===== src/rtl/fabric_config_pkg.sv =====
// Shared definitions for the fabric configuration sequencer.
// SLOT_W      : width of a configuration slot number.
// CNT_W       : width of the ack and timeout cycle counters.
// seq_state_e : sequencer states.
// in_load()   : true for states that belong to an active load attempt.
package fabric_config_pkg;

  localparam int SLOT_W = 4;
  localparam int CNT_W  = 32;

  typedef enum logic [2:0] {
    ST_IDLE      = 3'd0,
    ST_START     = 3'd1,
    ST_WAIT_ACK  = 3'd2,
    ST_WAIT_DONE = 3'd3,
    ST_CHECK     = 3'd4,
    ST_RECV      = 3'd5,
    ST_FAIL      = 3'd6
  } seq_state_e;

  function automatic logic in_load(input seq_state_e s);
    return (s == ST_START) || (s == ST_WAIT_ACK) ||
           (s == ST_WAIT_DONE) || (s == ST_CHECK);
  endfunction

endpackage


===== src/rtl/config_timeout_counter.sv =====
// Saturating cycle counter used for the ack and load timeouts.
// clk, rst_n : clock, asynchronous active-low reset.
// load       : clears the count (wins over enable).
// enable     : advances the count by one, holding at LIMIT-1.
// expired    : the current cycle is the LIMIT-th enabled cycle since load,
//              so a caller acting on it leaves after exactly LIMIT cycles.
module config_timeout_counter
  import fabric_config_pkg::*;
#(
  parameter logic [CNT_W-1:0] LIMIT = 32'd16
) (
  input  logic clk,
  input  logic rst_n,
  input  logic load,
  input  logic enable,
  output logic expired
);

  localparam logic [CNT_W-1:0] LAST = (LIMIT == '0) ? '0 : LIMIT - 32'd1;

  logic [CNT_W-1:0] count_q;

  // NOTE: state registers use non-blocking assignments so every flop samples
  // pre-edge values regardless of block evaluation order.
  always_ff @(posedge clk or negedge rst_n) begin
    if (!rst_n) begin
      count_q <= '0;
    end else if (load) begin
      count_q <= '0;
    end else if (enable && (count_q < LAST)) begin
      count_q <= count_q + 32'd1;
    end
  end

  assign expired = (count_q >= LAST);

endmodule


===== src/rtl/fabric_config_sequencer.sv =====
// Sequences fabric configuration loads through the SPI controller: boot load
// from slot 0, warmboot loads from a requested slot, one retry from
// FALLBACK_SLOT, and a passive receiver mode.
// mode_i            : 0 = SPI controller mode, 1 = SPI receiver mode.
// warmboot_req_i    : level request; rising edges start a load.
// warmboot_slot_i   : slot requested with the edge.
// ctrl_start_o      : one-cycle start pulse to the SPI controller.
// ctrl_slot_o       : slot for the controller, valid while ctrl_start_o=1.
// ctrl_busy_i       : SPI controller busy.
// cfg_busy_i        : fabric_config busy.
// cfg_configured_i  : fabric_config configured flag.
// fabric_hold_o     : keeps fabric user logic and WARMBOOT in reset.
// busy_o            : sequence in progress.
// error_o           : sticky load failure, cleared by a successful load.
// active_slot_o     : slot of the last started load.
module fabric_config_sequencer
  import fabric_config_pkg::*;
#(
  parameter logic [CNT_W-1:0]  TIMEOUT_CYCLES = 32'd1_000_000,
  parameter logic [CNT_W-1:0]  ACK_CYCLES     = 32'd16,
  parameter logic [SLOT_W-1:0] FALLBACK_SLOT  = 4'd0
) (
  input  logic              clk,
  input  logic              rst_n,
  input  logic              mode_i,
  input  logic              warmboot_req_i,
  input  logic [SLOT_W-1:0] warmboot_slot_i,
  output logic              ctrl_start_o,
  output logic [SLOT_W-1:0] ctrl_slot_o,
  input  logic              ctrl_busy_i,
  input  logic              cfg_busy_i,
  input  logic              cfg_configured_i,
  output logic              fabric_hold_o,
  output logic              busy_o,
  output logic              error_o,
  output logic [SLOT_W-1:0] active_slot_o
);

  seq_state_e        state_q, state_d;
  logic              req_q;
  logic              boot_q;
  logic              retry_q, retry_d;
  logic              pend_q, pend_d;
  logic [SLOT_W-1:0] pend_slot_q, pend_slot_d;
  logic [SLOT_W-1:0] slot_d;
  logic              load_failed;
  logic              ack_expired, load_expired;
  logic              req_rise;

  assign req_rise = warmboot_req_i && !req_q;

  // Both counters restart in START; the load timer keeps running through
  // WAIT_ACK and WAIT_DONE so it measures time since the start pulse.
  config_timeout_counter #(.LIMIT(ACK_CYCLES)) u_ack_cnt (
    .clk     (clk),
    .rst_n   (rst_n),
    .load    (state_q == ST_START),
    .enable  (state_q == ST_WAIT_ACK),
    .expired (ack_expired)
  );

  config_timeout_counter #(.LIMIT(TIMEOUT_CYCLES)) u_load_cnt (
    .clk     (clk),
    .rst_n   (rst_n),
    .load    (state_q == ST_START),
    .enable  ((state_q == ST_WAIT_ACK) || (state_q == ST_WAIT_DONE)),
    .expired (load_expired)
  );

  always_comb begin
    // NOTE: every variable gets a default before the case so no path leaves
    // one unassigned, which would infer a latch.
    state_d     = state_q;
    slot_d      = active_slot_o;
    retry_d     = retry_q;
    pend_d      = pend_q;
    pend_slot_d = pend_slot_q;
    load_failed = 1'b0;

    // A request arriving mid-load is remembered; a newer one replaces it.
    if (req_rise && in_load(state_q)) begin
      pend_d      = 1'b1;
      pend_slot_d = warmboot_slot_i;
    end

    case (state_q)
      ST_IDLE: begin
        if (mode_i) begin
          state_d = ST_RECV;
        end else if (boot_q || req_rise || pend_q) begin
          state_d = ST_START;
          retry_d = 1'b0;
          pend_d  = 1'b0;
          if (boot_q)        slot_d = '0;
          else if (req_rise) slot_d = warmboot_slot_i;
          else               slot_d = pend_slot_q;
        end
      end
      ST_START:     state_d = ST_WAIT_ACK;
      ST_WAIT_ACK: begin
        if (ctrl_busy_i)                       state_d = ST_WAIT_DONE;
        else if (ack_expired || load_expired)  load_failed = 1'b1;
      end
      ST_WAIT_DONE: begin
        if (!ctrl_busy_i && !cfg_busy_i) state_d = ST_CHECK;
        else if (load_expired)           load_failed = 1'b1;
      end
      ST_CHECK: begin
        if (cfg_configured_i) state_d = ST_IDLE;
        else                  load_failed = 1'b1;
      end
      ST_RECV: begin
        if (!mode_i) state_d = ST_IDLE;
      end
      ST_FAIL: begin
        if (mode_i) begin
          state_d = ST_RECV;
        end else if (req_rise) begin
          state_d = ST_START;
          slot_d  = warmboot_slot_i;
          retry_d = 1'b0;
          pend_d  = 1'b0;
        end
      end
      default: state_d = ST_IDLE;
    endcase

    if (load_failed) begin
      if (retry_q) begin
        state_d = ST_FAIL;
      end else begin
        state_d = ST_START;
        slot_d  = FALLBACK_SLOT;
        retry_d = 1'b1;
      end
    end

    if (state_d == ST_RECV) pend_d = 1'b0;
  end

  // Outputs are registered from the next state so they line up with it.
  // The edge detector resets to 1 so a request held through reset is ignored.
  always_ff @(posedge clk or negedge rst_n) begin
    if (!rst_n) begin
      state_q       <= ST_IDLE;
      req_q         <= 1'b1;
      boot_q        <= 1'b1;
      retry_q       <= 1'b0;
      pend_q        <= 1'b0;
      pend_slot_q   <= '0;
      ctrl_start_o  <= 1'b0;
      fabric_hold_o <= 1'b1;
      busy_o        <= 1'b0;
      error_o       <= 1'b0;
      active_slot_o <= '0;
    end else begin
      state_q       <= state_d;
      req_q         <= warmboot_req_i;
      boot_q        <= 1'b0;
      retry_q       <= retry_d;
      pend_q        <= pend_d;
      pend_slot_q   <= pend_slot_d;
      ctrl_start_o  <= (state_d == ST_START);
      fabric_hold_o <= in_load(state_d) || (state_d == ST_FAIL) ||
                       ((state_d == ST_RECV) && cfg_busy_i);
      busy_o        <= in_load(state_d) || ((state_d == ST_RECV) && cfg_busy_i);
      if (state_d == ST_START) active_slot_o <= slot_d;
      if (state_d == ST_FAIL)                            error_o <= 1'b1;
      else if ((state_q == ST_CHECK) && cfg_configured_i) error_o <= 1'b0;
    end
  end

  assign ctrl_slot_o = ctrl_start_o ? active_slot_o : '0;

endmodule

===== config.mk =====
export PLATFORM = sky130hd
export DESIGN_NAME = fabric_config_sequencer
export DESIGN_NICKNAME = d
export VERILOG_FILES = /design/src/rtl/fabric_config_pkg.sv /design/src/rtl/config_timeout_counter.sv /design/src/rtl/fabric_config_sequencer.sv
export SDC_FILE = /design/constraint.sdc
export NUM_CORES = 1
export LEC_CHECK = 0
export CORE_MARGIN = 5
export CORE_UTILIZATION = 59
export CTS_CLUSTER_SIZE = 12
export DETAILED_ROUTE_END_ITERATION = 7
export GPL_TIMING_DRIVEN = 0
export PLACE_DENSITY = 0.76
export SYNTH_ARGS = -nofsm -noshare
export SYNTH_HDL_FRONTEND = slang
export SYNTH_SLANG_ARGS = --single-unit

===== constraint.sdc =====
create_clock -name clk -period 2.64 [get_ports clk]
set_input_delay 0.264 -clock clk [delete_from_list [all_inputs] [get_ports clk]]
set_output_delay 0.264 -clock clk [all_outputs]
set_load 0.03 [all_outputs]

==> results.cfg <==
[route]
drc = 0
drt_first_pass_iters = 4
ant_nets = 0
wirelength_mm = 7.00
route.vias.total = 2637
wire_per_inst_um = 15.2
drt_iter0_markers = 142
vias_per_cell = 5.75

[yosys]
synth_edf_count = 0
synthArstFlopShare = 1.00
yosysWarnings = 0
synth_top_area_frac = 0.539
synthCells = 344
ys_ff_latch = 83
synth_most_common_cell = dfrtp_1
synthTopCellsByCount = dfrtp_1, nor2b_1, nor2_1
syn_area_sq_mm = 0.00371
syn_avg_cell_area_sq_um = 10.8
synth_area_leaders = dfrtp_1, nor2b_1, nor2_1
syn-num-nets = 357
yosysUniqueCellTypes = 56
yosysTopAreaCell = dfrtp_1
ys.flop_type = dfrtp_1
yosysSeqAreaShare = 0.561

[setup_path]
critPathCaptureType = register
crit_path_max_incr_delay_ps = 510
crit_type = reg2reg
critical_path_buf_inv_count = 0
crit_required_ps = 2860
slowest_stage = nor4_1
start_kind = register
crit_path_max_fanout = 9
r2r_slack_ps = 110
cp.arrival_ps = 2750
r2r_start = u_load_cnt.count_q[0]
path_cells = ha_1 > and3_1 > a311oi_2 > o2111ai_1 > nor4_1 > xnor2_1 > nor2_1
path_delay_family = simple AND/OR/NAND/NOR gates
r2r-end = u_load_cnt.count_q[17]
reg2reg_depth = 7

[clock_network]
cts_buffers = 9
cts_tree = done
post_cts_buffers = 0
cts_root_buffer = clkbuf_8
insertion_delay_ps = 350
clk_pin_slew_ps = 90
clockBufferDepth = 2
cts_sinks = 83
htreeDepth = 3

[hold_path]
hp-class = in2async

[placement]
dpl_cell_area_sq_mm = 0.00405
dp_hpwl_mm = 4.73
place_congestion = 0.853
portBuffers = 22
dp.cells = 442

[sta]
period_needed_ps = 2530
relSlewSlack = 0.206
clock_skew_ps = 8.31
hold_violations = 0
fin_crit_sh = 0.957
tightest_slew_ps = 1180
max_freq_mhz = 396
finalSetupViolations = 0
rsz0062_at_grt = no
final-max-slew-violation-count = 0

[global_routing]
grt_usage = 0.193
antenna_found_initial = 0
grt_pass1_vias = 2567
grt_max_degree = 68
overflow = 0
grt_pass1_wl_mm = 11.8

[finish]
nets = 392
final_util = 0.717
diodes = 0
final_area_sq_mm = 0.00432
final_cells = 459
fillCellCount = 450
drive_gt1_frac = 0.0964
syn_to_final_growth_pct = 16.4

[floorplanning]
chipHeight_um = 89.3
start_util = 0.616
die_area_sq_mm = 0.00798
io_pins = 23
core-area_sq_mm = 0.00603
num_rows = 28
die_x_um = 89.3

[power]
p_per_area_mw_per_mm2 = 920
p_leak_nw = 1.97
ir_drop_uv = 795

[run]
drv_cap = 0

[outcome]
status = finished clean
## registers in the layout, summed over array words and instances, names as in the netlist
signal,flops
pend_slot_q,4
retry_q,1
u_load_cnt.count_q,32
u_ack_cnt.count_q,32
fabric_hold_o,1
busy_o,1
pend_q,1
ctrl_start_o,1
req_q,1
boot_q,1
active_slot_o,4
error_o,1
state_q,3
## how the worst max path moves through the flow
stage | from | depth (start not counted) | endpoint
after floorplan | u_load_cnt.count_q[0] | 7 | u_load_cnt.count_q[17]
after global placement | rst_n | 1 | u_load_cnt.count_q[10]
final | u_load_cnt.count_q[0] | 7 | u_load_cnt.count_q[17]
after CTS | u_load_cnt.count_q[0] | 7 | u_load_cnt.count_q[15]
after detailed placement | mode_i | 5 | active_slot_o[3]
after global routing | u_load_cnt.count_q[0] | 7 | u_load_cnt.count_q[9]
## cell type report
class / count / area, sq um / share of cell area
Sequential cell: 83 / 2080 / 0.482
Multi-Input combinational cell: 245 / 1570 / 0.364
Timing Repair Buffer: 24 / 255 / 0.0591
Clock buffer: 10 / 138 / 0.0319
Clock inverter: 6 / 119 / 0.0275
Tap cell: 75 / 93.8 / 0.0217
Buffer: 12 / 46.3 / 0.0107
Inverter: 4 / 15.0 / 0.00348
## per-stage QoR
step	setup WS (ps)	total power [mW]	TNS, ps	hold slack (ps)
5_1_grt	1.70	4.22	0	321
3_3_place_gp	-1500	2.81	-121040	480
6_report	114	3.97	0	305
2_1_floorplan	518	2.44	0	-31.6
3_5_place_dp	187	2.85	0	148
4_1_cts	172	4.01	0	305
## layout by cell type, fill, tap and decap left out, types with 7 or more instances in the layout
cell / instances
xnor2_1: 10
nor2b_1: 42
and3_1: 7
xor2_1: 11
clkbuf_8: 10
nand4_1: 8
o21ai_0: 11
a21oi_1: 9
clkdlybuf4s50_1: 21
nand2_1: 19
dfrtp_1: 80
clkbuf_1: 10
nor2_1: 36
nor4_1: 16
nand3_1: 13
## routing by layer
layer / vias to the layer above / share of wire / track usage
li1: 1285 / - / -
met2: 51 / 0.46 / 0.297
met4: 0 / 0.015 / 0.0853
met5: - / 0 / 0
met1: 1291 / 0.49 / 0.269
met3: 10 / 0.039 / 0.0332
## where the power goes
group	leakage, nW	internal [mW]	total, mW	switching (mW)
logic	0.724	0.457	1.25	0.792
registers	1.12	1.45	1.58	0.131
clock network	0.129	0.668	1.15	0.480
## timing repair
item	CTS	global route
setup endpoints to repair	0	2
hold buffers	1	0
hold endpoints to repair	14	0
resized for setup	0	1
## worst register-to-register path, stage by stage, from the launching register on
cell and delay [ps]:
dfrtp_1 420, ha_1 240, and3_1 230, a311oi_2 340, o2111ai_1 440, nor4_1 510, xnor2_1 170, nor2_1 50
## cell families (layout without fill, tap and decap cells)
| kind of cell | count (synthesis) | count (layout) | synth area share |
|---|---|---|---|
| and+or+nand+nor | 162 | 162 | 0.238 |
| DFF | 83 | 83 | 0.561 |
| AOI/OAI and AO/OA | 51 | 51 | 0.104 |
| xor gates and xnor gates | 21 | 21 | 0.0496 |
| buffers and inverters | 16 | 56 | 0.0165 |
| muxes | 8 | 8 | 0.0236 |
| adders and majority gates | 2 | 2 | 0.00674 |
| other | 1 | 1 | 0.00101 |
(Power assumes the default switching activity.)
